--- src/rtl/uart_fifo_pkg.sv ---
// rtl/uart_fifo_pkg.sv - register map, status bit positions and TX launcher states
package uart_fifo_pkg;

  localparam logic [1:0] REG_DATA   = 2'd0;
  localparam logic [1:0] REG_STATUS = 2'd1;
  localparam logic [1:0] REG_CTRL   = 2'd2;

  localparam int ST_TX_NFULL  = 0;
  localparam int ST_RX_NEMPTY = 1;
  localparam int ST_RX_OVF    = 2;
  localparam int ST_TX_EMPTY  = 3;
  localparam int ST_TX_DROP   = 4;

  typedef enum logic [1:0] {
    TX_IDLE  = 2'd0,
    TX_START = 2'd1,
    TX_GUARD = 2'd2
  } tx_state_e;

endpackage

--- src/rtl/sync_fifo.sv ---
// rtl/sync_fifo.sv - synchronous FIFO with a registered count
// A pop on a full FIFO frees the slot for a push in the same cycle.
module sync_fifo #(
  parameter int W          = 8,
  parameter int DEPTH_LOG2 = 4
) (
  input  logic                  clkMain,
  input  logic                  rst,
  input  logic                  push,
  input  logic [W-1:0]          push_data,
  input  logic                  pop,
  output logic [W-1:0]          head,
  output logic                  full,
  output logic                  empty,
  output logic [DEPTH_LOG2:0]   count
);

  localparam int PW = DEPTH_LOG2;
  localparam int CW = DEPTH_LOG2 + 1;
  localparam logic [CW-1:0] DEPTH = {1'b1, {PW{1'b0}}};

  logic [W-1:0]  mem [0:(1 << DEPTH_LOG2) - 1];
  logic [PW-1:0] wr_ptr;
  logic [PW-1:0] rd_ptr;
  logic          push_ok;
  logic          pop_ok;

  assign empty   = (count == '0);
  assign full    = (count == DEPTH);
  assign pop_ok  = pop & ~empty;
  assign push_ok = push & (~full | pop_ok);
  assign head    = mem[rd_ptr];

  always_ff @(posedge clkMain) begin
    if (push_ok) begin
      mem[wr_ptr] <= push_data;
    end
  end

  always_ff @(posedge clkMain) begin
    if (rst) begin
      wr_ptr <= '0;
      rd_ptr <= '0;
      count  <= '0;
    end else begin
      if (push_ok) begin
        wr_ptr <= wr_ptr + PW'(1);
      end
      if (pop_ok) begin
        rd_ptr <= rd_ptr + PW'(1);
      end
      case ({push_ok, pop_ok})
        2'b10:   count <= count + CW'(1);
        2'b01:   count <= count - CW'(1);
        default: ;
      endcase
    end
  end

endmodule

--- src/rtl/uart_fifo_ctrl.sv ---
// rtl/uart_fifo_ctrl.sv - memory-mapped UART controller with RX/TX FIFOs
// Register accesses act once per rising edge of enable_i; holding it high is a no-op.
module uart_fifo_ctrl #(
  parameter int DATA_W       = 8,
  parameter int DEPTH_LOG2   = 4,
  parameter int RX_INT_LEVEL = 1
) (
  input  logic              clkMain,
  input  logic              rst,
  input  logic              enable_i,
  input  logic              readEnable_i,
  input  logic [1:0]        regSel_i,
  input  logic [31:0]       dataSave_i,
  output logic [31:0]       dataLoad_o,
  output logic              int_o,
  input  logic              rxdReady_i,
  input  logic [DATA_W-1:0] rxdData_i,
  input  logic              txdBusy_i,
  output logic              txdStart_o,
  output logic [DATA_W-1:0] txdData_o
);

  import uart_fifo_pkg::*;

  localparam int CW = DEPTH_LOG2 + 1;
  localparam logic [CW-1:0] RX_LVL = CW'(RX_INT_LEVEL);

  logic              enable_q;
  logic              access;
  logic              rd_acc;
  logic              wr_acc;
  logic              rx_pop;
  logic              rx_full;
  logic              rx_empty;
  logic [DATA_W-1:0] rx_head;
  logic [CW-1:0]     rx_count;
  logic              tx_push;
  logic              tx_pop;
  logic              tx_full;
  logic              tx_empty;
  logic [DATA_W-1:0] tx_head;
  logic [CW-1:0]     tx_count;
  logic              rx_ovf;
  logic              tx_drop;
  logic [1:0]        ctrl;
  tx_state_e         tx_state;
  logic              unused_bits;

  assign unused_bits = ^dataSave_i[31:DATA_W];

  always_ff @(posedge clkMain) begin
    if (rst) begin
      enable_q <= 1'b0;
    end else begin
      enable_q <= enable_i;
    end
  end

  assign access  = enable_i & ~enable_q;
  assign rd_acc  = access & readEnable_i;
  assign wr_acc  = access & ~readEnable_i;
  assign rx_pop  = rd_acc & (regSel_i == REG_DATA);
  assign tx_push = wr_acc & (regSel_i == REG_DATA);
  assign tx_pop  = (tx_state == TX_START);

  sync_fifo #(.W(DATA_W), .DEPTH_LOG2(DEPTH_LOG2)) u_rx_fifo (
    .clkMain   (clkMain),
    .rst       (rst),
    .push      (rxdReady_i),
    .push_data (rxdData_i),
    .pop       (rx_pop),
    .head      (rx_head),
    .full      (rx_full),
    .empty     (rx_empty),
    .count     (rx_count)
  );

  sync_fifo #(.W(DATA_W), .DEPTH_LOG2(DEPTH_LOG2)) u_tx_fifo (
    .clkMain   (clkMain),
    .rst       (rst),
    .push      (tx_push),
    .push_data (dataSave_i[DATA_W-1:0]),
    .pop       (tx_pop),
    .head      (tx_head),
    .full      (tx_full),
    .empty     (tx_empty),
    .count     (tx_count)
  );

  // A new overflow/drop in the same cycle as a clear leaves the flag set.
  always_ff @(posedge clkMain) begin
    if (rst) begin
      rx_ovf  <= 1'b0;
      tx_drop <= 1'b0;
      ctrl    <= 2'b01;
    end else begin
      if (rxdReady_i & rx_full & ~rx_pop) begin
        rx_ovf <= 1'b1;
      end else if (wr_acc & (regSel_i == REG_STATUS) & dataSave_i[ST_RX_OVF]) begin
        rx_ovf <= 1'b0;
      end
      if (tx_push & tx_full & ~tx_pop) begin
        tx_drop <= 1'b1;
      end else if (wr_acc & (regSel_i == REG_STATUS) & dataSave_i[ST_TX_DROP]) begin
        tx_drop <= 1'b0;
      end
      if (wr_acc & (regSel_i == REG_CTRL)) begin
        ctrl <= dataSave_i[1:0];
      end
    end
  end

  always_ff @(posedge clkMain) begin
    if (rst) begin
      tx_state <= TX_IDLE;
    end else begin
      case (tx_state)
        TX_IDLE:  if (!tx_empty && !txdBusy_i) tx_state <= TX_START;
        TX_START: tx_state <= TX_GUARD;
        default:  tx_state <= TX_IDLE;
      endcase
    end
  end

  assign txdStart_o = (tx_state == TX_START);
  assign txdData_o  = txdStart_o ? tx_head : '0;

  always_ff @(posedge clkMain) begin
    if (rst) begin
      int_o <= 1'b0;
    end else begin
      int_o <= (ctrl[0] & (rx_count >= RX_LVL)) | (ctrl[1] & tx_empty);
    end
  end

  always_comb begin
    dataLoad_o = '0;
    case (regSel_i)
      REG_DATA: begin
        if (!rx_empty) begin
          dataLoad_o = 32'(rx_head);
        end
      end
      REG_STATUS: begin
        dataLoad_o[ST_TX_NFULL]  = ~tx_full;
        dataLoad_o[ST_RX_NEMPTY] = ~rx_empty;
        dataLoad_o[ST_RX_OVF]    = rx_ovf;
        dataLoad_o[ST_TX_EMPTY]  = tx_empty;
        dataLoad_o[ST_TX_DROP]   = tx_drop;
        dataLoad_o[15:8]         = 8'(rx_count);
        dataLoad_o[23:16]        = 8'(tx_count);
      end
      REG_CTRL: dataLoad_o[1:0] = ctrl;
      default:  dataLoad_o = '0;
    endcase
  end

endmodule

--- config.mk ---
export PLATFORM = sky130hd
export DESIGN_NAME = uart_fifo_ctrl
export DESIGN_NICKNAME = d
export VERILOG_FILES = /design/src/rtl/uart_fifo_pkg.sv /design/src/rtl/sync_fifo.sv /design/src/rtl/uart_fifo_ctrl.sv
export SDC_FILE = /design/constraint.sdc
export NUM_CORES = 1
export LEC_CHECK = 0
export CAP_MARGIN = 10
export CORE_UTILIZATION = 45
export CTS_CLUSTER_SIZE = 16
export DETAILED_ROUTE_END_ITERATION = 16
export SYNTH_ARGS = -nofsm -noshare
export SYNTH_HDL_FRONTEND = slang
export SYNTH_SLANG_ARGS = --single-unit
export TNS_END_PERCENT = 30
--- constraint.sdc ---
create_clock -name clkMain -period 5 [get_ports clkMain]
set_clock_uncertainty 0.15 [all_clocks]
set_input_delay 0.5 -clock clkMain [delete_from_list [all_inputs] [get_ports clkMain]]
set_output_delay 0.5 -clock clkMain [all_outputs]
set_load 0.03 [all_outputs]
==> key figures <==
Worst hold path
  • Worst Hold End: tx_state[0]$_SDFFE_PP0P_
  • Startpoint of the worst hold path: tx_state[1]$_SDFFE_PP0P_
  • Hold Path Class: reg2reg
  • Hold path cells: 2

Synth
  • EDFF count, synth: 256
  • Cell area after synthesis: 12,300 sq um
  • Main synth FF type: edfxtp_1
  • Seq/Total Area, Yosys: 69.6%
  • Number of cells produced by synthesis: 693
  • Synth warn: 0
  • Post-synthesis sequential element count: 298
  • Library cells used by synthesis: 53
  • Post-synth ARST share: 0%
  • Synth Area per Inst: 17.7 sq um

Floorplanning
  • Die Area: 27,900 sq um
  • Die Y-Extent: 167 microns
  • Die X: 167 microns
  • Ports: 90
  • Initial Util: 45.6%
  • Core area: 26,900 sq um
  • Rows: 60

Global route
  • GR met2 Demand/Resource: 27.6%
  • Global route hottest layer: met2
  • GR Util met1: 25.7%
  • Initial antenna violation count: 0
  • First-pass GRT wire length: 36.9 mm
  • Number of global-route vias before repair: 6,325
  • Pin count of the biggest net entering global routing: 39
  • Total track usage: 17.5%
  • Global route total overflow: 0
  • Met3 Use GR: 2.45%

Clock network
  • Post-CTS Setup Bufs: 0
  • Clock sinks: 298
  • # hold bufs at CTS: 0
  • Total CTS buffers: 30
  • H-tree depth: 1
  • Clk root buf: clkbuf_16
  • Clock Tree Buf Depth: 3
  • Number of gates resized after cts: 0
  • Worst-Skew Late Latency: 550 ps
  • CTS tree: yes
  • Worst-path clk slew: 60 ps

Critical path
  • Reg2reg end: u_tx_fifo.count[4]$_SDFFE_PP0P_
  • WP data required: 4350 ps
  • Worst path max stage delay: 830 ps
  • Setup slack, reg-to-reg: 1890 ps
  • Crit path depth: 5
  • Reg2reg path depth: 10
  • Worst-path maximum fanout: 24
  • CP max stage cell: dfxtp_2
  • Critical-path cell list: buf_4 > mux4_1 > mux4_2 > and2_1 > clkdlybuf4s50_1
  • Critical path class: reg2out
  • Worst flop-to-flop path startpoint: tx_state[1]$_SDFFE_PP0P_
  • CP delay by family, top: multiplexers
  • Buf+Inv Stages, Crit Path: 2
  • Critical Path AT: 3580 ps
  • Setup crit end kind: primary output
  • Startpoint Class: flip-flop

Routing
  • DR pass1 iterations: 4
  • Drt initial violations: 394
  • Vias: 6,172
  • DRC Markers: 0
  • Vias per cell: 5.50
  • Drt wl/cell: 21.6 microns
  • WL final: 24.2 mm
  • Antenna viol nets, final: 0

Status
  • Status: completed

Timing
  • RSZ-0062 raised after global routing: no
  • Highest Clock Rate: 236 MHz
  • Period minus WS final: 4230 ps
  • Total negative setup slack: 0 ps
  • Final Hold Fails: 0
  • Relative slew slack: 20.6%
  • Final Setup Violations: 0
  • Period utilisation layout: 84.6%
  • Slew @ Worst Pin: 1190 ps
  • Max-slew violation count: 0

Job
  • Number of max-cap violations: 0

Cells and area
  • Commonest cells after routing, fill and taps aside: edfxtp_1 (256), nor2_1 (60), clkdlybuf4s50_1 (51)
  • Most common cell after layout, fill and taps aside: edfxtp_1
  • FILL cells: 2,167
  • Nets: 822
  • # diodes: 0
  • Area Overhead vs Synth: 14.8%
  • Post-route cell area: 14,100 sq um
  • Share of layout cells above drive strength 1: 16.1%

Power
  • Pwr Total: 5140 uW
  • VDD IR-drop max: 0.234 mV
  • Pwr dens: 365 nW/um^2
  • Leak: 0.00451 uW

Placed design
  • IO Port Bufs: 51
  • Dpl cell area: 13,100 sq um
  • GPL Wtd Cong: 0.795
  • DP Wirelength: 15.3 mm
## synth_stat cells (2+ instances only)
cell type,count,area share [%]
xor2_1,11,0.79
ha_1,16,1.6
nand2_1,28,0.86
buf_4,18,1.1
nor3_1,11,0.45
mux2i_1,14,1.1
nor2_1,60,1.8
o31ai_1,2,0.12
and2_1,19,0.97
o21ai_0,8,0.33
mux4_1,24,5.1
nor2b_1,7,0.36
a21oi_1,15,0.61
nand2b_1,6,0.31
a22oi_1,3,0.18
buf_1,6,0.18
dfxtp_1,42,6.9
nand4b_1,2,0.14
mux2_2,5,0.46
or3_1,4,0.20
nand3_1,9,0.37
xnor2_1,6,0.43
a211oi_1,7,0.43
o21ai_1,2,0.082
mux4_2,48,8.8
or4_1,2,0.12
nand4_1,3,0.15
inv_1,10,0.31
and3_1,3,0.15
buf_2,7,0.29
clkbuf_1,15,0.46
buf_6,3,0.28
edfxtp_1,256,63
nor3_2,2,0.16
## cell type report
type	instances	area [sq um]	area share (%)
inverter	10	37.5	0.267
sequential	298	8530	60.6
clock buffer	43	841	5.97
clock inverter	13	139	0.987
tap	341	427	3.03
multi-input combinational	348	3450	24.5
timing repair buffer	70	653	4.64
## state kept, by name, indices dropped and copies added (netlist names), named ones only
signal and cells:
ctrl 2, enable_q 1, int_o 1, rx_ovf 1, tx_drop 1, tx_state 2, u_rx_fifo.count 5, u_rx_fifo.mem 128
u_rx_fifo.rd_ptr 4, u_rx_fifo.wr_ptr 4, u_tx_fifo.count 5, u_tx_fifo.mem 128, u_tx_fifo.rd_ptr 4, u_tx_fifo.wr_ptr 4
## layer usage
metal,vias to the layer above,share of wire [%]
met5,-,0
met4,0,1.7
met3,37,4.7
met2,157,47
met1,3153,46
li1,2825,-
## worst max path at each step
stage,start,to
2_1_floorplan,regSel_i[0],u_rx_fifo.count[3]$_SDFFE_PP0P_
3_3_place_gp,flip-flop,txdData_o[7]
3_5_place_dp,flip-flop,txdData_o[2]
4_1_cts,flip-flop,txdData_o[7]
5_1_grt,flip-flop,txdData_o[7]
6_report,flip-flop,txdData_o[7]
## report_power, final
part           switching [uW]  internal, uW  total [uW]
sequential               16.0          2720        2730
combinational             125          74.4         199
clock                     887          1320        2210
total                    1030          4110        5140
## tightest hold or removal path: cells and delay by family, from the launching register on
family        cells  cell delay (ps)
flops             1              310
simple gates      2              140
## stage by stage
step,worst slack [ps],hold WS (ps),utilization [%],cells
2_1_floorplan,2260,287,-,706
3_3_place_gp,1350,308,48.7,1067
3_5_place_dp,1310,332,48.7,1067
4_1_cts,712,339,52.4,1123
5_1_grt,651,365,52.4,1123
6_report,771,338,52.4,1123
## logic make-up after synthesis
logic type	after synthesis	synth area share, %
DFF	298	69.6
and+or+nand+nor	167	6.89
muxes	91	15.6
buffers and inverters	60	2.73
AOI/OAI and AO/OA	43	2.38
xor gates and xnor gates	17	1.21
adders and majority gates	16	1.63
other	1	0.0306
Power figures use the tool's default switching activity.
